--- src/rtl/rc4_key_scheduler.sv ---
// RC4 key-scheduling pass over a single-port 256x8 S-box RAM.
// Each iteration reads S[i] and S[j], then swaps them with two writes.
module rc4_key_scheduler #(
  parameter int unsigned KEY_LEN = 3
) (
  input  logic                 clock,
  input  logic                 rst,
  input  logic                 start,
  input  logic [KEY_LEN*8-1:0] secret_key,
  input  logic [7:0]           s_q,
  output logic [7:0]           s_address,
  output logic [7:0]           s_data,
  output logic                 s_wren,
  output logic                 busy,
  output logic                 done
);

  localparam int unsigned KW = (KEY_LEN > 1) ? $clog2(KEY_LEN) : 1;

  typedef enum logic [2:0] {
    IDLE,
    READ_I,
    WAIT_I,
    READ_J,
    WAIT_J,
    WRITE_I,
    WRITE_J,
    DONE
  } state_t;

  state_t               state_q, state_d;
  logic [7:0]           i_q, i_d;
  logic [7:0]           j_q, j_d;
  logic [7:0]           si_q, si_d;
  logic [7:0]           sj_q, sj_d;
  logic [KW-1:0]        k_q, k_d;
  logic [KEY_LEN*8-1:0] key_q, key_d;
  logic [7:0]           key_byte;

  // k_q tracks i mod KEY_LEN; byte 0 sits in the most significant position.
  always_comb begin
    key_byte = '0;
    for (int unsigned n = 0; n < KEY_LEN; n++) begin
      if (k_q == KW'(n)) key_byte = key_q[(KEY_LEN-n)*8-1 -: 8];
    end
  end

  always_comb begin
    state_d   = state_q;
    i_d       = i_q;
    j_d       = j_q;
    si_d      = si_q;
    sj_d      = sj_q;
    k_d       = k_q;
    key_d     = key_q;
    s_address = '0;
    s_data    = '0;
    s_wren    = 1'b0;
    busy      = 1'b1;
    done      = 1'b0;
    case (state_q)
      IDLE, DONE: begin
        busy = 1'b0;
        done = (state_q == DONE);
        if (start) begin
          key_d   = secret_key;
          i_d     = '0;
          j_d     = '0;
          k_d     = '0;
          state_d = READ_I;
        end
      end
      READ_I: begin
        s_address = i_q;
        state_d   = WAIT_I;
      end
      WAIT_I: begin
        s_address = i_q;
        si_d      = s_q;
        j_d       = j_q + s_q + key_byte;
        state_d   = READ_J;
      end
      READ_J: begin
        s_address = j_q;
        state_d   = WAIT_J;
      end
      WAIT_J: begin
        s_address = j_q;
        sj_d      = s_q;
        state_d   = WRITE_I;
      end
      WRITE_I: begin
        s_address = i_q;
        s_data    = sj_q;
        s_wren    = 1'b1;
        state_d   = WRITE_J;
      end
      WRITE_J: begin
        // When i==j the second write lands last and leaves si, the correct value.
        s_address = j_q;
        s_data    = si_q;
        s_wren    = 1'b1;
        if (i_q == 8'hFF) begin
          state_d = DONE;
        end else begin
          i_d     = i_q + 8'd1;
          k_d     = (k_q == KW'(KEY_LEN-1)) ? '0 : k_q + KW'(1);
          state_d = READ_I;
        end
      end
      default: state_d = IDLE;
    endcase
  end

  always_ff @(posedge clock or posedge rst) begin
    if (rst) begin
      state_q <= IDLE;
      i_q     <= '0;
      j_q     <= '0;
      si_q    <= '0;
      sj_q    <= '0;
      k_q     <= '0;
      key_q   <= '0;
    end else begin
      state_q <= state_d;
      i_q     <= i_d;
      j_q     <= j_d;
      si_q    <= si_d;
      sj_q    <= sj_d;
      k_q     <= k_d;
      key_q   <= key_d;
    end
  end

endmodule

--- config.mk ---
export PLATFORM = sky130hd
export DESIGN_NAME = rc4_key_scheduler
export DESIGN_NICKNAME = d
export VERILOG_FILES = /design/src/rtl/rc4_key_scheduler.sv
export SDC_FILE = /design/constraint.sdc
export NUM_CORES = 1
export LEC_CHECK = 0
export CORE_AREA = 2 2 83 93
export CTS_CLUSTER_DIAMETER = 80
export DETAILED_ROUTE_END_ITERATION = 6
export DIE_AREA = 0 0 85 95
export PLACE_DENSITY = 0.75
export RECOVER_POWER = 50
export SYNTH_ARGS = -nofsm -noshare
export SYNTH_HDL_FRONTEND = slang
export SYNTH_SLANG_ARGS = --single-unit
export TNS_END_PERCENT = 20
--- constraint.sdc ---
create_clock -name clock -period 3 [get_ports clock]
set_input_delay 0.45 -clock clock [delete_from_list [all_inputs] [get_ports clock]]
set_output_delay 0.45 -clock clock [all_outputs]
set_load 0.01 [all_outputs]
; Yosys cells after proc, flatten, opt, wreduce, memory -nomap -nowiden
; Cells that the tools add are included.
[op_classes]
mux = 19
n_eq_ne = 12
add_sub_neg = 4
n_reduce_logical = 11
[op_table]
columns = op, n
row1 = $pmux W8 S2, 4
row2 = $mux W8, 5
row3 = $pmux W3 S7, 1
row4 = $add A8 B8 Y8, 2
row5 = $eq A3 B3 Y1 const B, 4
row6 = $add A8 B1 Y8 const B, 1
row7 = $eq A8 B8 Y1 const B, 1
row8 = $eq A3 B2 Y1 const B, 2
row9 = $mux W2, 3
row10 = $mux W3, 2
row11 = $reduce_or A3 Y1, 2
row12 = $ne A2 B2 Y1 const B, 2
row13 = $pmux W2 S2, 1
row14 = $reduce_and A2 Y1, 2
row15 = $reduce_bool A2 Y1, 2
row16 = $reduce_or A2 Y1, 2
row17 = $eq A3 B1 Y1 const B, 1
row18 = $logic_not A3 Y1, 1
row19 = $mux W1, 3
row20 = $reduce_and A3 Y1, 1
row21 = $add A2 B1 Y2 const B, 1
row22 = $eq A2 B1 Y1 const B, 1
row23 = $eq A2 B2 Y1 const B, 1
row24 = $logic_not A2 Y1, 1
[totals]
output_inout_bits = 19
wordCells = 53
in_bits = 35
regBits = 61

; Logic depth before layout (Yosys ltp)
[logic_depth]
word_depth = 6
ltp_mapped = 14
depth_no_buf = 12

; Worst setup path after synthesis
; OpenSTA, ideal clock, no wires.
[synth_timing]
path_kind = register to register
from = reg k_q[0]
to = reg j_q[7]
setup_time_ps = 122
period_less_slack_ps = 2939
n_path_buf = 2
arrival_ps = 2817
slack_ps = 61
t_required_ps = 2878
stages_incl_launch_ff = 15
path_cell_list = dfrtp_1 > buf_4 > clkbuf_1 > mux2i_1 > o22ai_1 > fa_1 > ha_1 > inv_1 > fa_1 > nor2b_1 > o2111ai_1 > nand4b_1 > xnor2_1 > nand2_1 > mux2i_1
[synth_via]
elab_chain_len = 6
word_cells_on_any_way = 8
cone_classes = add/sub (1) / eq/ne (2) / mux (4) / reduce/logical (1)
[synth_rtl]
columns = element, line_no
row1 = "start, declared", 36  ; logic [KW-1:0] k_q, k_d;
row2 = "start signal, assigned", 130  ; k_q <= k_d;
row3 = $logic_not A2 Y1, 44  ; if (k_q == KW'(n)) key_byte = key_q[(KEY_LEN-n)*8-1 -: 8];
row4 = $mux W8 (2 in a row), 44
row5 = $mux W8 *, 44
row6 = $add A8 B8 Y8 *, 80  ; j_d = j_q + s_q + key_byte;
row7 = $pmux W8 S2 *, 61  ; case (state_q)
row8 = "end signal, assigned", 127  ; j_q <= j_d;
row9 = "end, declared", 33  ; logic [7:0] j_q, j_d;
; Mark *: on every way between the ends. The rest lies on a longest branch, timed or not.
; A chain may end at the register's enable or synchronous reset.

; Worst setup path in the final report
[layout_timing]
from = reg state_q[0]
to = out s_data[5]
[layout_via]
elab_chain_len = 2
word_cells_on_any_way = 3
cone_classes = eq/ne (2) / mux (1)
[layout_rtl]
columns = element, line_no
row1 = "start, declared", 31  ; state_t state_q, state_d;
row2 = "start signal, assigned", 125  ; state_q <= state_d;
row3 = $eq A3 B3 Y1, 61
row4 = $pmux W8 S2 *, 61
row5 = "end, declared", 12  ; output logic [7:0] s_data,
; Marked as above.

==> impl_metrics.py <==
metrics = {
    "synth": {
        "synth-edff-count": 0,
        "netlist_area_um2": 3380,
        "synth.area.top_cells": "dfrtp_1 (45%), nand2_1 (14%), fa_1 (4.7%)",
        "synth_largest_area_cell": "dfrtp_1",
        "synthArstFlopShare_pct": 100,
        "synth_top_area_share_pct": 45.1,
        "ys_seq_area_share_pct": 45.1,
        "yosys_register_bits": 61,
        "synth_fp_nets": 423,
        "ys.flop_type": "dfrtp_1",
        "synth_area_per_cell_um2": 9.07,
        "yosysUniqueCellTypes": 42,
        "syn-instance-count": 373,
        "synth_warnings": 0,
    },
    "setup_path": {
        "timing_worst_setup_path_type": "reg2out",
        "critPathSlowestCell": "dfrtp_1",
        "r2r_slack_ns": 0.21,
        "path_max_fanout": 15,
        "crit_arrival_ns": 2.36,
        "critPathLaunchType": "register",
        "max_stage_delay_ns": 0.59,
        "crit_chain": "nor2b_1, clkbuf_1, a22oi_1, nor2_1, clkdlybuf4s50_1",
        "end_kind": "primary output",
        "crit_required_ns": 2.55,
    },
    "finish": {
        "multi_input_area_um2": 1700,
        "register_area_um2": 1530,
        "layout-drive-gt1-share_pct": 9.05,
        "postLayoutCoreUtil_pct": 58.4,
        "fin_area_um2": 4220,
        "nNetsFinal": 476,
        "area_growth_pct": 24.7,
        "fillers": 611,
        "antenna-diode-count": 0,
    },
    "sta": {
        "rsz0062_at_grt": "no",
        "final-hold-violation-count": 0,
        "max_freq_mhz": 356,
        "finalCritPeriodShare_pct": 93.8,
        "relSlewSlack_pct": 2.80,
        "setup_viol": 0,
        "period_minus_slack_ns": 2.81,
        "final_max_slew_viol_count": 0,
        "holdWs_ns": 0.471,
        "skew_ns": 0.00718,
        "tightest_slew_ns": 1.46,
    },
    "power": {
        "p_sw_w": 0.00194,
        "pwr-share-comb_pct": 50.2,
        "power_leakage_nw": 1.96,
        "vdd_ir_drop_max_uv": 579,
        "power.share.switching_pct": 40.1,
        "power.density_nw_per_um2": 1150,
        "power_frac_seq_pct": 31.4,
        "clock_power_share_pct": 18.4,
        "finalPower_w": 0.00485,
        "power.internal_w": 0.00290,
    },
    "detailed_routing": {
        "drtIter0Drc": 144,
        "routed_wl_um": 7440,
        "final_antenna_net_count": 0,
        "dr.pass1.iters": 4,
        "drt-met1-wl_um": 3370,
        "wl_met2_um": 3520,
        "drc_errors": 0,
        "num_vias": 2714,
        "dr_wl_met3_um": 338,
        "wire_per_inst_um": 14.4,
        "viasPerCell": 5.24,
        "highest_layer": "met4",
    },
    "floorplanning": {
        "rows": 33,
        "start_util_pct": 46.8,
        "coreArea_um2": 7230,
        "die_x_um": 85,
        "die_y_um": 95,
        "die-area_um2": 8080,
        "ios": 54,
    },
    "global_route": {
        "grt_max_degree": 62,
        "grt_pass1_wl_um": 12300,
        "globalRouteTotalUtil_pct": 19.6,
        "antenna_found_initial": 0,
        "overflow": 0,
        "grt_pass1_vias": 2503,
    },
    "placement": {
        "place_congestion": 0.937,
        "port_buffers": 53,
        "placed_cell_area_um2": 4000,
        "post-dp-hpwl_um": 5240,
    },
    "clock_network": {
        "root_buffer": "clkbuf_8",
        "cts.reportedPaths.clkPinSlew_ns": 0.07,
        "numCtsBuffers": 9,
        "htreeDepth": 3,
        "hold_buffers": 0,
        "clk_latency_ns": 0.34,
        "cts.sinks": 61,
        "cts_tree": "built",
        "clock_path_buffers": 2,
    },
    "run_status": {
        "status": "completed",
    },
    "run": {
        "maxCapViolCount": 0,
    },
    "hold_path": {
        "hold_path_class": "reg2reg",
    },
}
-- layout make-up --
type,instances,area share (%)
Multi-Input combinational cell,280,40.2
Clock buffer,12,3.44
Inverter,10,0.920
Clock inverter,4,2.26
Timing Repair Buffer,64,14.3
Tap cell,87,2.58
Sequential cell,61,36.2
-- power by group through the flow --
stage                     logic [W]  clock network (W)  registers [W]
after floorplan             0.00188                  0        0.00138
after global placement      0.00234                  0        0.00152
after detailed placement    0.00243                  0        0.00154
after CTS                   0.00245           0.000909        0.00153
after global routing        0.00276           0.000943        0.00157
final                       0.00243           0.000893        0.00152
-- synth_stat cells, types with 2 or more instances --
cell and count:
buf_4 3, a22oi_1 15, clkbuf_1 6, nand2_1 123, dfrtp_1 61, nand3_2 2, o21bai_1 2, o21ai_1 3
fa_1 8, nand3_1 10, nor2b_1 4, o21ai_0 21, nand2b_1 2, buf_2 13, nand4_1 2, inv_1 9
xor2_1 5, mux2_2 8, a21oi_1 5, nor3_1 3, nor2_1 14, mux2i_1 16, ha_1 7, and3_1 5
o22ai_1 3, xnor2_1 7
-- critical path, delay by kind of cell, from the launching register on --
family          cells  cell delay, ns
buf+inv             2            0.95
compound gates      1            0.16
simple gates        2            0.32
flops               1            0.59
-- timing repair --
item,in CTS,in global routing
setup endpoints to repair,0,3
buffers inserted,0,1
gates resized for setup,0,5
-- registers in the layout, summed over array words and instances (netlist names) --
register  count
si_q          8
sj_q          8
i_q           8
state_q       3
k_q           2
j_q           8
key_q        24
-- through the flow --
step	setup slack, ns	TNS [ns]	std cells
after detailed placement	-0.0331	-0.0331	501
after CTS	0.0227	0	517
final	0.187	0	518
after global placement	0.0792	0	501
after floorplan	0.0607	0	373
after global routing	0.0463	0	518
-- routing by layer --
layer  up-vias  GRT usage [%]
met3        15           3.06
li1       1346              -
met5         -              0
met4         0           10.4
met2        83           29.8
met1      1270           27.0
-- path summary, 6_finish.rpt --
check / from / end / cells after the start
setup reg to reg: k_q[0]$_DFFE_PP0P_ / j_q[7]$_DFFE_PP0P_ / 12
hold reg to reg: key_q[16]$_DFFE_PP0P_ / key_q[16]$_DFFE_PP0P_ / 2
hold / removal: key_q[16]$_DFFE_PP0P_ / key_q[16]$_DFFE_PP0P_ / 2
max in group asynchronous: rst / k_q[0]$_DFFE_PP0P_ / 3
setup / recovery: state_q[0]$_DFFE_PP0P_ / s_data[5] / 5
min in group asynchronous: rst / j_q[7]$_DFFE_PP0P_ / 3
-- cells by family (layout without fill, tap and decap cells) --
group / after synthesis / after routing / share of synthesized area, %
simple gates: 173 / 173 / 22.4
compound gates: 56 / 56 / 10.2
xor+xnor: 12 / 12 / 3.11
mux: 24 / 24 / 7.40
fa+ha+maj: 15 / 15 / 7.32
flops: 61 / 61 / 45.1
buf+inv: 32 / 90 / 4.37
-- layout by cell type, fill, tap and decap left out, types with 4 or more instances in the layout --
cell type and count:
a21oi_1 5, a22oi_1 15, and3_1 5, buf_4 8, clkbuf_8 10, clkdlybuf4s50_1 52
dfrtp_1 60, fa_1 8, ha_1 7, inv_1 8, mux2_2 8, mux2i_1 16
nand2_1 122, nand3_1 11, nor2_1 14, nor3_1 4, o21ai_0 20, o21ai_1 4
xnor2_1 7, xor2_1 5
No activity file was read; power rests on OpenSTA's default activity.
